===== src/rtl/conv_sequencer.sv =====
// conv_sequencer: sequences a full 1-D linear convolution z[k] = sum x[i]*y[k-i]
// for runtime sizes Nx, Ny. Generates X/Y read addresses, accumulates products
// through a read pipeline of MEM_LAT cycles and writes each z[k] to Z memory.
//
// Ports:
//   clk, rst_n            clock, asynchronous active-low reset
//   start_i               level start request, accepted only when idle
//   size_x_i, size_y_i    Nx, Ny, sampled when start_i is accepted
//   x_addr_o, y_addr_o    X/Y read addresses, qualified by x_rd_o
//   x_rd_o                read strobe for both X and Y memories
//   x_data_i, y_data_i    read data, valid MEM_LAT cycles after the strobe
//   z_addr_o, z_data_o    result index k and value
//   z_write_o             one-cycle Z write strobe
//   busy_o, done_o        run in progress / run finished
//   err_o                 zero size requested, sticky until the next accepted start
module conv_sequencer #(
    parameter int unsigned ADDR_W  = 5,
    parameter int unsigned DATA_W  = 8,
    parameter int unsigned ACC_W   = 2 * DATA_W + ADDR_W,
    parameter int unsigned MEM_LAT = 1
) (
    input  logic              clk,
    input  logic              rst_n,
    input  logic              start_i,
    input  logic [ADDR_W-1:0] size_x_i,
    input  logic [ADDR_W-1:0] size_y_i,
    output logic [ADDR_W-1:0] x_addr_o,
    output logic [ADDR_W-1:0] y_addr_o,
    output logic              x_rd_o,
    input  logic [DATA_W-1:0] x_data_i,
    input  logic [DATA_W-1:0] y_data_i,
    output logic [ADDR_W:0]   z_addr_o,
    output logic [ACC_W-1:0]  z_data_o,
    output logic              z_write_o,
    output logic              busy_o,
    output logic              done_o,
    output logic              err_o
);

    localparam int unsigned KW = ADDR_W + 1;

    typedef enum logic [2:0] {
        StIdle,
        StLoad,
        StIssue,
        StDrain,
        StWrite,
        StDone
    } state_e;

    state_e              state_q, state_d;
    logic [ADDR_W-1:0]   nx_q, nx_d;
    logic [ADDR_W-1:0]   ny_q, ny_d;
    logic [KW-1:0]       nz_q, nz_d;
    logic [KW-1:0]       k_q, k_d;
    logic [ADDR_W-1:0]   i_q, i_d;
    logic [2:0]          dcnt_q, dcnt_d;
    logic [MEM_LAT-1:0]  vld_q, vld_d;
    logic [ACC_W-1:0]    acc_q, acc_d;
    logic                err_q, err_d;

    logic [KW-1:0]       nx_w, ny_w, hi_k, k_inc;
    logic [2*DATA_W-1:0] prod;

    assign nx_w  = {1'b0, nx_q};
    assign ny_w  = {1'b0, ny_q};
    assign k_inc = k_q + KW'(1);
    // Last x index contributing to window k.
    assign hi_k  = (k_q < nx_w) ? k_q : nx_w - KW'(1);
    assign prod  = (2 * DATA_W)'(x_data_i) * (2 * DATA_W)'(y_data_i);

    always_ff @(posedge clk or negedge rst_n) begin
        if (!rst_n) begin
            state_q <= StIdle;
            nx_q    <= '0;
            ny_q    <= '0;
            nz_q    <= '0;
            k_q     <= '0;
            i_q     <= '0;
            dcnt_q  <= '0;
            vld_q   <= '0;
            acc_q   <= '0;
            err_q   <= 1'b0;
        end else begin
            state_q <= state_d;
            nx_q    <= nx_d;
            ny_q    <= ny_d;
            nz_q    <= nz_d;
            k_q     <= k_d;
            i_q     <= i_d;
            dcnt_q  <= dcnt_d;
            vld_q   <= vld_d;
            acc_q   <= acc_d;
            err_q   <= err_d;
        end
    end

    // Valid pipeline mirrors the memory read latency; the oldest stage marks
    // the cycle in which x_data_i/y_data_i belong to an issued read.
    always_comb begin
        vld_d    = '0;
        vld_d[0] = x_rd_o;
        for (int unsigned j = 1; j < MEM_LAT; j++) begin
            vld_d[j] = vld_q[j-1];
        end
    end

    always_comb begin
        state_d = state_q;
        nx_d    = nx_q;
        ny_d    = ny_q;
        nz_d    = nz_q;
        k_d     = k_q;
        i_d     = i_q;
        dcnt_d  = dcnt_q;
        acc_d   = acc_q;
        err_d   = err_q;

        if (vld_q[MEM_LAT-1]) begin
            acc_d = acc_q + ACC_W'(prod);
        end

        unique case (state_q)
            StIdle: begin
                if (start_i) begin
                    state_d = StLoad;
                    nx_d    = size_x_i;
                    ny_d    = size_y_i;
                    k_d     = '0;
                    err_d   = 1'b0;
                end
            end
            StLoad: begin
                if (nx_q == '0 || ny_q == '0) begin
                    state_d = StDone;
                    err_d   = 1'b1;
                end else begin
                    nz_d    = nx_w + ny_w - KW'(1);
                    i_d     = '0;
                    acc_d   = '0;
                    state_d = StIssue;
                end
            end
            StIssue: begin
                if ({1'b0, i_q} == hi_k) begin
                    state_d = StDrain;
                    dcnt_d  = '0;
                end else begin
                    i_d = i_q + ADDR_W'(1);
                end
            end
            StDrain: begin
                if (dcnt_q == 3'(MEM_LAT - 1)) begin
                    state_d = StWrite;
                end else begin
                    dcnt_d = dcnt_q + 3'd1;
                end
            end
            StWrite: begin
                if (k_q == nz_q - KW'(1)) begin
                    state_d = StDone;
                end else begin
                    k_d     = k_inc;
                    // First x index of the next window: max(0, k+1-Ny+1).
                    i_d     = ADDR_W'((k_inc >= ny_w) ? k_inc - ny_w + KW'(1) : KW'(0));
                    acc_d   = '0;
                    state_d = StIssue;
                end
            end
            StDone: begin
                if (!start_i) begin
                    state_d = StIdle;
                end
            end
            default: state_d = StIdle;
        endcase
    end

    always_comb begin
        x_rd_o    = (state_q == StIssue);
        x_addr_o  = x_rd_o ? i_q : '0;
        y_addr_o  = x_rd_o ? ADDR_W'(k_q - {1'b0, i_q}) : '0;
        z_write_o = (state_q == StWrite);
        z_addr_o  = z_write_o ? k_q : '0;
        z_data_o  = z_write_o ? acc_q : '0;
        busy_o    = (state_q == StLoad) || (state_q == StIssue) ||
                    (state_q == StDrain) || (state_q == StWrite);
        done_o    = (state_q == StDone);
        err_o     = err_q;
    end

endmodule

===== config.mk =====
export PLATFORM = sky130hd
export DESIGN_NAME = conv_sequencer
export DESIGN_NICKNAME = d
export VERILOG_FILES = /design/src/rtl/conv_sequencer.sv
export SDC_FILE = /design/constraint.sdc
export NUM_CORES = 1
export LEC_CHECK = 0
export ABC_AREA = 1
export CAP_MARGIN = 40
export CORE_MARGIN = 2
export CORE_UTILIZATION = 49
export DETAILED_ROUTE_END_ITERATION = 16
export PLACE_DENSITY = 0.73
export SYNTH_ARGS = -nofsm -noshare
export SYNTH_HDL_FRONTEND = slang
export SYNTH_SLANG_ARGS = --single-unit
export TNS_END_PERCENT = 5

===== constraint.sdc =====
create_clock -name clk -period 11.44 [get_ports clk]
set_clock_uncertainty 0.05 [all_clocks]
set_input_delay 2.288 -clock clk [delete_from_list [all_inputs] [get_ports clk]]
set_output_delay 2.288 -clock clk [all_outputs]
set_load 0.03 [all_outputs]

# After elaboration in Yosys (flattened, before gate mapping)
# Cells that the tools add are included.
# W data, S select, Z words.
# op_classes
mul,1
add_sub_neg,11
bitwise_logic,1
reduce_logical,19
shifts,0
eq_ne,16
mux,30
div_mod_pow,0
magnitude_cmp,2
# ops
operator,count
$mux W21,4
$pmux W21 S2,1
$mux W5,6
$mux W3,8
$mux W6,4
$add A21 B16 Y21,1
$pmux W3 S6,1
$mul A8 B8 Y16,1
$ne A2 B2 Y1 const B,8
$pmux W5 S3,1
$pmux W6 S2,1
$sub A6 B1 Y6 const B,2
$add A5 B1 Y5 const B,2
$logic_not A5 Y1,2
$sub A5 B5 Y5,2
$reduce_and A3 Y1,3
$reduce_and A4 Y1,2
$add A5 B5 Y6,1
$add A6 B1 Y6 const B,1
$eq A3 B2 Y1 const B,2
$eq A3 B3 Y1 const B,2
$eq A5 B6 Y1,1
$eq A6 B6 Y1,1
$ge A6 B5 Y1,1
14 further kinds,22
# totals
mem_bits_ro,0
wordCells,90
reg_bits,56
output_inout_bits,42
ram_bits,0
latch_bits,0
in_bits,29
mem_count,0

# Depth between registers and ports, before layout
# logic_depth
ltp_word,6
mapped_depth,23
depth_no_buf,22

# Worst setup path before layout
# OpenSTA, ideal clock, no wires.
# synth_path
path_kind,input to register
start,input x_data_i[0]
end,register acc_q[12]
setup_time_ns,0.114
t_required_ns,11.276
arrival_time_ns,6.083
setup_slack_ns,5.193
path_buffers,1
cell_stages,19
path_cell_list,clkbuf_1 -> nand2_1 -> fa_1 -> fa_1 -> inv_1 -> fa_1 -> inv_1 -> fa_1 -> inv_1 -> ha_1 -> nand2_1 -> nor2_1 -> nor2_1 -> o21ai_0 -> nand2_1 -> nand3_1 -> nand3_1 -> nand3_1 -> inv_1
# synth_via
elab_chain_cells,5
elab_cells_between_ends,6
cone_classes,1 x add/sub; 1 x mul; 4 x mux
# synth_rtl
item,line,rtl
"start, declared",30,"input logic [DATA_W-1:0] x_data_i,"
$mul A8 B8 Y16 (*),70,assign prod = (2 * DATA_W)'(x_data_i) * (2 * DATA_W)'(y_data_i);
$add A21 B16 Y21 (*),120,acc_d = acc_q + ACC_W'(prod);
$mux W21 (*),119,if (vld_q[MEM_LAT-1]) begin
"$mux W21, on equally long branches","160, 134",
$pmux W21 S2 (*),123,unique case (state_q)
named net acc_d[12],59,"logic [ACC_W-1:0] acc_q, acc_d;"
"end signal, assigned",82,acc_q <= '0;
"end signal, assigned",93,acc_q <= acc_d;
"end, declared",59,
# Mark *: on every way through the listed nets, which the timed path passes. The rest lies on a longest branch.
# A chain may end at the register's enable or synchronous reset.

# Worst setup path after layout
# layout_path
start,input y_data_i[6]
end,register acc_q[12]
# layout_via
elab_chain_cells,5
elab_cells_between_ends,6
cone_classes,1 x add/sub; 1 x mul; 4 x mux
# layout_rtl
item,line,rtl
"start, declared",31,"input logic [DATA_W-1:0] y_data_i,"
$mul A8 B8 Y16 (*),70,
$add A21 B16 Y21 (*),120,
$mux W21 (*),119,
"$mux W21, on equally long branches","160, 134",
$pmux W21 S2 (*),123,
named net acc_d[12],59,
# Marked as above.

==> impl_results.md <==
* P_sw at 787 uW
* Number of I/O pins at 71
* Clock Latency Late Sink at around 0.3 ns
* Nets at 1139
* DPL Wire Length at 12.2 mm
* Synth Area per Inst at 7.25 um^2
* Final RePlAce weighted congestion at 0.895
* Combinational Power Share at 72.4%
* Die extent in x at approximately 120 um
* Clk pwr share at 11.0%
* Ys Warns at 0
* Dpl ws at 4.42 ns
* Reg2reg setup slack at between 7 and 8 ns
* Proportion of layout cells with a drive suffix above 1 at 3.46%
* Met3 wire length at 528 um
* Clk slew on worst S/H paths at 0.08 ns
* Hold WS at 0.454 ns
* Setup crit start kind: primary input
* Worst R2R End: acc_q[15]
* Internal power at 834 uW
* Die height at around 120 um
* Metal1 wirelength at between 7 and 8 mm
* Maximum vdd ir drop at 129 uV
* Largest net degree at the start of global routing at 57
* Storage element area at between 1000 and 1500 um^2
* Initial antenna violation count at 0
* Hold depth at 2
* Sw frac at between 40 and 50%
* Sequential-to-total area share from yosys stat at 20.8%
* Post-CTS Resized at 0
* Flop pwr share at ~17%
* Cells after DPL at roughly 1200
* Final Hold Fails at 0
* Commonest non-fill, non-tap cell in the layout: inv_1
* DR top layer: met4
* WS Path Type: in -> reg
* Area of the multi-input gates at between 4000 and 5000 um^2
* Hold Path Sink: err_o
* Total power at 1.62 mW
* DP Area at 7580 um^2
* Setup_tns at 0 ns
* Vias at 5696
* R2r startpoint: acc_q[6]
* Core Rows at 42
* CTS sink count at 56
* Tmin final at 6.75 ns
* Ys async rst share at 100%
* Count of final setup violators at 0
* Die area at 14700 um^2
* Max Slew Vio Count at 0
* Antenna Nets Post-Route at 0
* GRT Resource Usage Total at 22.1%
* Num CTS Buffers at 5
* CP Capture Type: flip-flop
* Worst slew pin tran at 0.791 ns
* Mapped Nets at 1087
* Maximum clock path buffer count at 2
* Slew HR at ~47%
* Global route overflow at 0
* Core Util, Final at 58.0%
* HP Class: reg -> reg
* Final Instance Area at 7750 um^2
* Worst endpoint required time at 11.59 ns
* Core area at 13300 um^2
* Met2 wire length at 7.18 mm
* Postcts setup bufs at 0
* Vias per cell at just under 5
* Mapped Area at 6740 um^2
* Critical Path AT at 6.90 ns
* Drt wl/cell at 13.0 um
* Initial Util at between 50% and 60%
* Fin crit share at between 50% and 60%
* Area delta synth->final at 14.9%
* Most frequent cells in the layout: inv_1 (225), nand2_1 (196), nor2_1 (84)
* Antenna cell count at 0
* First-pass GRT wire length at 26.5 mm
* Max cap viols at 0
* Iter 0 DRT Violations at 316
* # port buffers at 70
* Ys flop type: dfrtp_1
* Critical path peak fanout at 8
* First-pass DRT Iterations at 4
* Synthesized instance count at 930
* Finished Layout Cells at 1159
* FF+latch count, synth at 56
* CTS tree: built
* Pleak at 4.31 nW
* Unrepaired setup endpoints after global routing: false
* R2R cell count at 21
* Synth cell types at 36
* Vias in the first global route at about 5700
* FILL cells at 1288
* Post-synth EDFFs at 0
* Post-route setup slack at 4.69 ns
* Post-CTS Hold Buffers at 0
* Max Clk Rate at 148 MHz
* WL final at 15.0 mm
* Worst hold start: err_o
* Clock root buffer: clkbuf_16
* PD cells at 209 nW/um^2
* CTS H-tree lvls at 2
* Status: complete, no violations
* DRC errors left at 0
metal layers:
layer,global-route usage [%],vias to the layer above
li1,-,2923
met1,29.6,2653
met2,38.4,102
met3,2.21,18
met4,5.96,0
met5,0,-
synth_stat cells, types with 4 or more instances:
cell type  number  area share [%]
inv_1         225              13
nand2_1       196              11
nor2_1         84             4.7
ha_1           74              14
dfrtp_1        56              21
fa_1           54              16
nand3_1        54             4.0
o21ai_0        41             3.0
a21oi_1        30             2.2
clkbuf_1       25             1.4
xor2_1         14             1.8
xnor2_1        10             1.3
a211oi_1        9             1.0
nor3_1          8            0.59
nand4_1         7            0.65
nor2_2          4            0.37
o21bai_1        4            0.45
o22ai_1         4            0.37
logic make-up after synthesis:
| kind of cell | synth area share, % |
|---|---|
| compound gates | 8.31 |
| flops | 20.8 |
| buf+inv | 14.3 |
| simple gates | 23.4 |
| xor+xnor | 3.45 |
| fa+ha+maj | 29.8 |
area by class of cell:
class	instances	area share [%]
Timing Repair Buffer	73	9.37
Clock inverter	3	0.549
Sequential cell	56	18.1
Multi-Input combinational cell	618	56.5
Inverter	228	11.0
Clock buffer	5	1.62
Tap cell	176	2.84
power by group through the flow:
stage / registers, mW / logic, mW / clock network [mW]
floorplan: 0.266 / 0.949 / 0
global placement: 0.274 / 1.15 / 0
detailed placement: 0.275 / 1.17 / 0
CTS: 0.271 / 1.18 / 0.180
global route: 0.274 / 1.39 / 0.188
finish: 0.270 / 1.17 / 0.178
state kept, by name (all words and copies together) (netlist names):
name / flops
k_q: 6
ny_q: 5
vld_q: 1
i_q: 5
nx_q: 5
acc_q: 21
dcnt_q: 3
err_o: 1
nz_q: 6
state_q: 3
worst max path at each step:
stage	from	to	slack (ns)	cells after the start
after floorplan	x_data_i[0]	acc_q[12]	5.19	19
after global placement	x_data_i[4]	acc_q[18]	4.48	19
after detailed placement	y_data_i[7]	acc_q[12]	4.42	19
after CTS	y_data_i[7]	acc_q[12]	4.72	19
after global routing	x_data_i[0]	acc_q[12]	4.35	19
final	y_data_i[6]	acc_q[12]	4.69	19
critical path: stages:
cell	delay (ns)
clkdlybuf4s50_1	0.65
nand2_1	0.12
fa_1	0.53
fa_1	0.58
inv_1	0.06
fa_1	0.54
inv_1	0.06
fa_1	0.53
inv_1	0.04
ha_1	0.33
nand2_1	0.07
nor2_1	0.13
nor2_1	0.08
o21ai_0	0.42
nand2_1	0.14
nand3_1	0.10
nand3_1	0.08
nand3_1	0.12
inv_1	0.04
Note: power is estimated with default switching activity, not from simulation.
